--- src/rtl/mips_instr_loader_if.sv ---
// Record-in / IMEM-write-out bundle for the instruction loader.
// Latency: n/a (wires only).
// Backpressure: in_ready is driven by the loader; the source holds in_valid and the fields until accepted.
interface mips_instr_loader_if #(
    parameter int ADDR_W = 8
);
    // Session control
    logic              start;
    logic [ADDR_W-1:0] base_addr;

    // Record stream
    logic              in_valid;
    logic              in_ready;
    logic              in_last;
    logic [3:0]        in_kind;
    logic [4:0]        in_rs;
    logic [4:0]        in_rt;
    logic [4:0]        in_rd;
    logic [4:0]        in_shamt;
    logic [5:0]        in_funct;
    logic [15:0]       in_imm;
    logic [25:0]       in_target;

    // IMEM write port
    logic              imem_we;
    logic [ADDR_W-1:0] imem_addr;
    logic [31:0]       imem_wdata;

    // Status
    logic              busy;
    logic              done;
    logic [ADDR_W:0]   count;
    logic              err_illegal;
    logic              err_overflow;

    modport master (
        output start, base_addr, in_valid, in_last, in_kind, in_rs, in_rt, in_rd,
               in_shamt, in_funct, in_imm, in_target,
        input  in_ready, imem_we, imem_addr, imem_wdata, busy, done, count,
               err_illegal, err_overflow
    );

    modport slave (
        input  start, base_addr, in_valid, in_last, in_kind, in_rs, in_rt, in_rd,
               in_shamt, in_funct, in_imm, in_target,
        output in_ready, imem_we, imem_addr, imem_wdata, busy, done, count,
               err_illegal, err_overflow
    );
endinterface

--- src/rtl/mips_instr_loader.sv ---
// Encodes decoded instruction records into MIPS words and writes them to consecutive IMEM addresses.
// Latency: record accepted at edge K -> IMEM write strobe during cycle K+1; one record per cycle.
// Backpressure: in_ready only in LOAD while count < DEPTH; it never depends on in_valid.
module mips_instr_loader #(
    parameter int ADDR_W = 8,
    parameter int DEPTH  = 256
) (
    input  logic                clock,
    input  logic                reset_n,
    mips_instr_loader_if.slave  bus
);

    typedef enum logic [1:0] {
        ST_IDLE = 2'd0,
        ST_LOAD = 2'd1,
        ST_DONE = 2'd2
    } state_t;

    localparam logic [ADDR_W:0] DEPTH_C = (ADDR_W+1)'(DEPTH);
    localparam logic [ADDR_W:0] ONE_C   = (ADDR_W+1)'(1);

    // Opcode per instruction class; must track the control decoder's opcode set.
    function automatic logic [5:0] opcode_of(input logic [3:0] kind);
        logic [5:0] op;
        case (kind)
            4'd0:    op = 6'b000000; // R-type
            4'd1:    op = 6'b100011; // lw
            4'd2:    op = 6'b101011; // sw
            4'd3:    op = 6'b000100; // beq
            4'd4:    op = 6'b000010; // j
            4'd5:    op = 6'b001000; // addi
            4'd6:    op = 6'b001100; // andi
            4'd7:    op = 6'b001101; // ori
            4'd8:    op = 6'b001010; // slti
            4'd9:    op = 6'b100000; // lb
            4'd10:   op = 6'b100001; // lh
            4'd11:   op = 6'b101000; // sb
            4'd12:   op = 6'b101001; // sh
            default: op = 6'b000000;
        endcase
        return op;
    endfunction

    state_t            state_q, state_d;
    logic [ADDR_W:0]   count_q, count_d;
    logic [ADDR_W-1:0] base_q, base_d;
    logic              err_ill_q, err_ill_d;
    logic              err_ovf_q, err_ovf_d;
    logic              we_q, we_d;
    logic [ADDR_W-1:0] addr_q, addr_d;
    logic [31:0]       wdata_q, wdata_d;
    logic              busy_q, done_q;

    logic              in_ready;
    logic              accept;
    logic              legal;
    logic [5:0]        op;
    logic [31:0]       enc_word;

    // Handshake and field encoding for the record currently presented.
    always_comb begin
        in_ready = (state_q == ST_LOAD) && (count_q < DEPTH_C);
        accept   = bus.in_valid && in_ready;
        legal    = (bus.in_kind <= 4'd12);
        op       = opcode_of(bus.in_kind);
        enc_word = {op, bus.in_rs, bus.in_rt, bus.in_imm};
        if (bus.in_kind == 4'd0) begin
            enc_word = {op, bus.in_rs, bus.in_rt, bus.in_rd, bus.in_shamt, bus.in_funct};
        end else if (bus.in_kind == 4'd4) begin
            enc_word = {op, bus.in_target};
        end
    end

    // Session FSM next state, write generation and counters.
    always_comb begin
        state_d   = state_q;
        count_d   = count_q;
        base_d    = base_q;
        err_ill_d = err_ill_q;
        err_ovf_d = err_ovf_q;
        we_d      = 1'b0;
        addr_d    = addr_q;
        wdata_d   = wdata_q;
        case (state_q)
            ST_IDLE: begin
                if (bus.start) begin
                    state_d   = ST_LOAD;
                    base_d    = bus.base_addr;
                    count_d   = '0;
                    err_ill_d = 1'b0;
                    err_ovf_d = 1'b0;
                end
            end
            ST_LOAD: begin
                if (accept) begin
                    if (legal) begin
                        we_d    = 1'b1;
                        addr_d  = base_q + count_q[ADDR_W-1:0];
                        wdata_d = enc_word;
                        count_d = count_q + ONE_C;
                    end else begin
                        err_ill_d = 1'b1;
                    end
                    if (bus.in_last) begin
                        state_d = ST_DONE;
                    end else if (legal && (count_q + ONE_C == DEPTH_C)) begin
                        // Full session without an end marker: still write it, but flag it.
                        state_d   = ST_DONE;
                        err_ovf_d = 1'b1;
                    end
                end
            end
            ST_DONE: begin
                // start is deliberately ignored here, including on the exit cycle.
                state_d = ST_IDLE;
            end
            default: begin
                state_d = ST_IDLE;
            end
        endcase
    end

    // State and output registers; reset drops any pending write.
    always_ff @(posedge clock or negedge reset_n) begin
        if (!reset_n) begin
            state_q   <= ST_IDLE;
            count_q   <= '0;
            base_q    <= '0;
            err_ill_q <= 1'b0;
            err_ovf_q <= 1'b0;
            we_q      <= 1'b0;
            addr_q    <= '0;
            wdata_q   <= '0;
            busy_q    <= 1'b0;
            done_q    <= 1'b0;
        end else begin
            state_q   <= state_d;
            count_q   <= count_d;
            base_q    <= base_d;
            err_ill_q <= err_ill_d;
            err_ovf_q <= err_ovf_d;
            we_q      <= we_d;
            addr_q    <= addr_d;
            wdata_q   <= wdata_d;
            busy_q    <= (state_d != ST_IDLE);
            done_q    <= (state_d == ST_DONE);
        end
    end

    assign bus.in_ready     = in_ready;
    assign bus.imem_we      = we_q;
    assign bus.imem_addr    = addr_q;
    assign bus.imem_wdata   = wdata_q;
    assign bus.busy         = busy_q;
    assign bus.done         = done_q;
    assign bus.count        = count_q;
    assign bus.err_illegal  = err_ill_q;
    assign bus.err_overflow = err_ovf_q;

endmodule

--- src/flat_wrapper.sv ---
// flat-port wrapper written by rule: the top's interface ports become plain ports
module mips_instr_loader_flat 
#(
    parameter int ADDR_W = 8,
    parameter int DEPTH  = 256
)
  (clock, reset_n, bus_start, bus_base_addr, bus_in_valid, bus_in_last, bus_in_kind, bus_in_rs, bus_in_rt, bus_in_rd, bus_in_shamt, bus_in_funct, bus_in_imm, bus_in_target, bus_in_ready, bus_imem_we, bus_imem_addr, bus_imem_wdata, bus_busy, bus_done, bus_count, bus_err_illegal, bus_err_overflow);
  mips_instr_loader_if #(.ADDR_W(ADDR_W)) bus_i ();
  input  logic clock;
  input  logic reset_n;
  input wire logic [$bits(bus_i.start)-1:0] bus_start;
  input wire logic [$bits(bus_i.base_addr)-1:0] bus_base_addr;
  input wire logic [$bits(bus_i.in_valid)-1:0] bus_in_valid;
  input wire logic [$bits(bus_i.in_last)-1:0] bus_in_last;
  input wire logic [$bits(bus_i.in_kind)-1:0] bus_in_kind;
  input wire logic [$bits(bus_i.in_rs)-1:0] bus_in_rs;
  input wire logic [$bits(bus_i.in_rt)-1:0] bus_in_rt;
  input wire logic [$bits(bus_i.in_rd)-1:0] bus_in_rd;
  input wire logic [$bits(bus_i.in_shamt)-1:0] bus_in_shamt;
  input wire logic [$bits(bus_i.in_funct)-1:0] bus_in_funct;
  input wire logic [$bits(bus_i.in_imm)-1:0] bus_in_imm;
  input wire logic [$bits(bus_i.in_target)-1:0] bus_in_target;
  output wire logic [$bits(bus_i.in_ready)-1:0] bus_in_ready;
  output wire logic [$bits(bus_i.imem_we)-1:0] bus_imem_we;
  output wire logic [$bits(bus_i.imem_addr)-1:0] bus_imem_addr;
  output wire logic [$bits(bus_i.imem_wdata)-1:0] bus_imem_wdata;
  output wire logic [$bits(bus_i.busy)-1:0] bus_busy;
  output wire logic [$bits(bus_i.done)-1:0] bus_done;
  output wire logic [$bits(bus_i.count)-1:0] bus_count;
  output wire logic [$bits(bus_i.err_illegal)-1:0] bus_err_illegal;
  output wire logic [$bits(bus_i.err_overflow)-1:0] bus_err_overflow;
  assign bus_i.start = bus_start;
  assign bus_i.base_addr = bus_base_addr;
  assign bus_i.in_valid = bus_in_valid;
  assign bus_i.in_last = bus_in_last;
  assign bus_i.in_kind = bus_in_kind;
  assign bus_i.in_rs = bus_in_rs;
  assign bus_i.in_rt = bus_in_rt;
  assign bus_i.in_rd = bus_in_rd;
  assign bus_i.in_shamt = bus_in_shamt;
  assign bus_i.in_funct = bus_in_funct;
  assign bus_i.in_imm = bus_in_imm;
  assign bus_i.in_target = bus_in_target;
  assign bus_in_ready = bus_i.in_ready;
  assign bus_imem_we = bus_i.imem_we;
  assign bus_imem_addr = bus_i.imem_addr;
  assign bus_imem_wdata = bus_i.imem_wdata;
  assign bus_busy = bus_i.busy;
  assign bus_done = bus_i.done;
  assign bus_count = bus_i.count;
  assign bus_err_illegal = bus_i.err_illegal;
  assign bus_err_overflow = bus_i.err_overflow;
  mips_instr_loader #(.ADDR_W(ADDR_W), .DEPTH(DEPTH)) u_core (.clock(clock), .reset_n(reset_n), .bus(bus_i));
endmodule
--- config.mk ---
export PLATFORM = sky130hd
export DESIGN_NAME = mips_instr_loader_flat
export DESIGN_NICKNAME = d
export VERILOG_FILES = /design/src/rtl/mips_instr_loader_if.sv /design/src/rtl/mips_instr_loader.sv /design/src/flat_wrapper.sv
export SDC_FILE = /design/constraint.sdc
export NUM_CORES = 1
export LEC_CHECK = 0
export CORE_UTILIZATION = 47
export DETAILED_ROUTE_END_ITERATION = 16
export MAX_ROUTING_LAYER = met4
export PLACE_DENSITY = 0.85
export SETUP_SLACK_MARGIN = 0.05
export SYNTH_ARGS = -nofsm -noshare
export SYNTH_HDL_FRONTEND = slang
export SYNTH_SLANG_ARGS = --single-unit
--- constraint.sdc ---
create_clock -name clock -period 4.5 [get_ports clock]
set_input_delay 0.9 -clock clock [delete_from_list [all_inputs] [get_ports clock]]
set_output_delay 0.9 -clock clock [all_outputs]
set_load 0.05 [all_outputs]
Word-level counts from Yosys, hierarchy flattened:

Memory sizes are Yosys's and may differ from the RTL's. A register that Yosys moved wholly into a read port is not among the register bits.
Index checks and enable logic that the tools add are counted.

* reductions and logical operators: 13
* multiplexer cells: 22
* multiply operators: 0
* magnitude comparators: 2
* bitwise operators: 0
* $add $sub $neg: 2
* eq/ne operators: 10
* shifts and indexed selects: 0
* divide/modulo/power cells: 0

Operators with widths (count)
* 2-to-1 mux 26 bit: 2
* 2-to-1 mux 9 bit: 3
* case mux 9 bit (2 select lines): 1
* adder 9 x 1 -> 9 bit, second input constant: 1
* == test 9 bit, second input constant: 1
* < comparator 9 bit, second input constant: 1
* 2-to-1 mux 1 bit: 9
* adder 8 bit: 1
* 2-to-1 mux 2 bit: 4
* != test 2 bit, second input constant: 4
* AND reduction 4 bit: 2
* AND reduction 5 bit: 1
* == test 4 x 3 -> 1 bit, second input constant: 1
* less-or-equal comparator 4 bit, second input constant: 1
* logical NOT 4 bit: 1
* != test 2 x 1 -> 1 bit, second input constant: 2
* case mux 1 bit (2 select lines): 2
* case mux 2 bit (2 select lines): 1
* nonzero test 2 bit: 2
* logical AND 1 bit: 3
* AND reduction 3 bit: 1
* == test 2 x 1 -> 1 bit, second input constant: 1
* == test 2 bit, second input constant: 1
* logical NOT 2 bit: 1
* other kinds (2): 2

* memory bits (read-only): 80
* logic and storage cells: 60
* memory bits (writable): 0
* memories kept: 1
* bits of input ports: 85
* latch bits: 0
* register bits: 64

Memories
* (no name shown): depth 16, width 5, rd ports 1, clocked after Yosys merged registers in 1, write ports 0, line mips_instr_loader.sv:25 `case (kind)`

Depth between registers and ports, before layout:

* depth in word-level cells: 8
* depth in mapped cells: 8
* depth with buffers taken out: 7

Least setup slack after synthesis:

No wires, ideal clock.

* path type: in2reg
* from: input bus_in_kind[0]
* to: register u_core.wdata_q[0] (netlist: u_core.bus.imem_wdata[0])
* stages on the path: 8
* required time: 4.382 ns
* path slack: 2.251 ns
* arrival: 2.131 ns
* cells stage by stage: inv_1 ha_1 or3b_1 clkbuf_1 buf_2 nor2_1 a211oi_1 a21o_1

* longest elaborated chain between the ends: 3
* elaborated cells between the ends (all ways): 6
* classes of those cells: 1 x order compare; 1 x eq/ne; 2 x mux; 2 x reduce/logical

Ends and longest elaborated chain
* start, declared: line flat_wrapper.sv:15 `input wire logic [$bits(bus_i.in_kind)-1:0] bus_in_kind;`
* parallel branches: the longest is 3 deep, another holds less-or-equal comparator 4 bit
* end signal, assigned: line mips_instr_loader.sv:144 `wdata_q <= wdata_d;`
* end, declared: line mips_instr_loader.sv:51 `logic [31:0] wdata_q, wdata_d;`

Parallel ways; which one is timed is not known.
A chain may end at the register's enable or synchronous reset.

Final worst setup path:

* from: input bus_in_kind[0]
* to: register u_core.wdata_q[8] (netlist: u_core.bus.imem_wdata[8])

Same word-level chain as after synthesis.

==> metrics.txt <==
unrepaired setup endpoints after global routing false; element type at the critical path start input port; die area about 7700 sq um; pre-CTS setup slack slightly below 1000 ps; mean routed wirelength per cell about 16 um; area delta synth->final 46.13%; Hold/Removal Path Class flip-flop to flip-flop; nets around 580; CTS tree done; 1st-pass router iterations 5; via-per-instance ratio between 5 and 6; synthesized area per cell ~10 sq um; family with the most delay on the worst path buffers and inverters; fillers 530; FF+latch area between 1500 and 2000 sq um; Crit-path slowest cell clkdlybuf4s50_1; largest net degree at the start of global routing between 40 and 50; vias post-DR roughly 3,100; setup slack, reg-to-reg ~2400 ps; Synth area leaders dfrtp_1 (45%), mux2i_1 (8.3%), ha_1 (4.7%); most area-hungry cell type in the Yosys netlist dfrtp_1; Tot Pwr around 0.0029 W; register area share after synthesis 45.34%; Setup violations, final 0; worst r2r dst u_core.bus.imem_wdata[29]$_DFFE_PN0P_; #FFs+latches synth 63; clk slew on worst S/H paths ~70 ps; post-synth cell types 56; Max Slew Vio Count 0; combinational power share about 52%; WP data required around 4700 ps; Max H-tree Level 3; DRC viols 0; WP data arrival ~3400 ps; largest fanout on the critical path 47; Hold Crit Start u_core.bus.imem_wdata[26]$_DFFE_PN0P_; Pwr Density roughly 570 nW/um^2; Initial Util 49.80%; DP HPWL 6961 um; Final Hold Fails 0; cell count after synthesis between 300 and 400; FP Rows 30; core area around 7000 sq um; WHS Endpoint u_core.bus.imem_wdata[26]$_DFFE_PN0P_; Max transition margin between 30 and 40%; Post-Route WL around 9400 um; first-pass GRT wire length approximately 15,000 um; area occupied by multi-input gates 1730 sq um; worst hold margin 473.5 ps; final non-filler cell total between 500 and 600; worst-margin pin slew between 900 and 1000 ps; synthesized area around 3500 sq um; fin crit share between 70 and 80%; gr ovfl total 0; initial antenna violation count 0; WS Path Type input port to flip-flop; cells on worst reg2reg path 4; Clock Power Share approximately 18%; sequential power share a little under a third; Starting DRT DRC Count 150; final worst slack ~1300 ps; hold_buf cts 0; num ports between 100 and 150; Worst Path Buf+Inv 3; CTS Buffer Depth 2; CP Cell Sequence clkdlybuf4s50_1 > inv_1 > ha_1 > nand3b_1 > nand2_2 > buf_4 > a211oi_1 > a21o_1; Clock Skews between 6 and 7 ps; Int Power approximately 0.0016 W; CP Capture Type flip-flop; switching pwr approximately 0.0013 W; number of flops mapped to enable cells by yosys 0; share of cells above drive strength 1 under 10%; status finished, final reports clean; Sw Ratio between 40% and 50%; prevailing post-synth register cell dfrtp_1; Post-CTS Setup Bufs 0; hold path depth 2; ANT cells 0; CTS sink cnt between 60 and 70; DP Cell Count ~560; Worst-Skew Late Latency approximately 340 ps; top-area cell type share of the netlist area between 40% and 50%; input/output buffers between 100 and 150; CTS Buf Count 9; P_leak 2.390 nW; gr usage total between 20% and 30%; peak supply drop ~360 uV; fmax roughly 320 MHz; die width just under 90 um; Worst path max stage delay about 520 ps; GP Congestion 0.9233; RR Startpoint u_core.bus.count[8]$_DFFE_PN0P_; vias in the first global route 3,144; syn nets 444; post_cts resized 0; asr flop ratio synth 100.0%; crit path time final around 3200 ps; Die Height slightly below 90 um; remaining antenna violation count 0; Synth Warn # 0; Setup TNS Final 0 ps; clock root cell clkbuf_8; Max Cap Viol 0
cell type report:
type	count	area share, %
multi-input cells	249	34.06
flip-flops and latches	63	31.03
repair buffers	142	27.68
clock buffers	10	2.709
well taps	96	2.364
clock inverters	6	1.354
inverters	11	0.8126
worst min-delay path, delay by kind of cell, from the launching register on:
| kind | cells | cell delay, ps |
|---|---|---|
| flops | 1 | 340 |
| simple gates | 2 | 100 |
state kept, by name, indices dropped and copies added, names as in the netlist:
signal and flops:
u_core.base_q 8, u_core.bus.err_illegal 1, u_core.bus.imem_addr 8, u_core.bus.done 1
u_core.bus.imem_we 1, u_core.bus.count 9, u_core.state_q 2, u_core.bus.err_overflow 1
u_core.bus.imem_wdata 31, u_core.bus.busy 1
placed cells by master (no fill, tap or decap), drive strengths merged, types with 12 or more instances in the layout:
cell type      Yosys  layout
ha                13      13
nand2             37      37
dfrtp             63      63
clkdlybuf4s50      0     137
nor2              29      29
o21ai             28      28
a21o              19      19
mux2i             29      29
a211oi            21      21
inv               11      12
through the flow:
stage / utilization, % / instance area [sq um]
after floorplan: - / 3477
after global routing: 72.78 / 5081
final: 72.78 / 5081
after detailed placement: 69.82 / 4875
after global placement: 69.82 / 4875
after CTS: 72.78 / 5081
Yosys cell counts (5+ instances only):
library cell,n
o21ai_0,11
dfrtp_1,63
a211oi_1,21
nand2_1,36
a21o_1,19
buf_2,7
inv_1,10
clkbuf_1,8
mux2_2,7
mux2i_1,29
ha_1,13
nor2_1,29
nand3_1,8
nand2b_1,5
o21ai_1,17
power by group through the flow:
stage	combinational, W	clock, W	sequential, W
2_1_floorplan	0.000451	0	0.00141
3_3_place_gp	0.00146	0	0.000896
3_5_place_dp	0.00149	0	0.000900
4_1_cts	0.00150	0.000517	0.000893
5_1_grt	0.00159	0.000548	0.000915
6_report	0.00150	0.000512	0.000894
how the worst max path moves through the flow:
stage                    from                                   end  depth (start not counted)
5_1_grt        bus_in_kind[1]  u_core.bus.imem_wdata[4]$_DFFE_PN0P_                          8
6_report       bus_in_kind[0]  u_core.bus.imem_wdata[8]$_DFFE_PN0P_                          8
4_1_cts        bus_in_kind[0]  u_core.bus.imem_wdata[0]$_DFFE_PN0P_                          8
3_3_place_gp   bus_in_kind[0]  u_core.bus.imem_wdata[3]$_DFFE_PN0P_                          8
3_5_place_dp   bus_in_kind[0]  u_core.bus.imem_wdata[8]$_DFFE_PN0P_                          8
2_1_floorplan  bus_in_kind[0]  u_core.bus.imem_wdata[0]$_DFFE_PN0P_                          8
kinds of logic (layout without fill, tap and decap cells):
logic type / count (synthesis) / count (layout) / synth area share (%)
xor+xnor: 3 / 3 / 0.7558
simple gates: 105 / 105 / 14.97
buf+inv: 33 / 169 / 4.894
flops: 63 / 63 / 45.34
mux: 37 / 37 / 11.26
other cells: 1 / 1 / 0.1078
compound gates: 89 / 89 / 17.42
fa+ha+maj: 14 / 14 / 5.254
layer usage:
layer | vias to the layer above | part of all wire, % | global-route usage [%]
li1 | 1501 | - | -
met2 | 111 | 52 | 43.69
met3 | 12 | 6.2 | 3.959
met5 | - | 0 | -
met4 | 0 | 1.6 | 11.00
met1 | 1520 | 40 | 32.00
No activity file was read; power rests on OpenSTA's default activity.
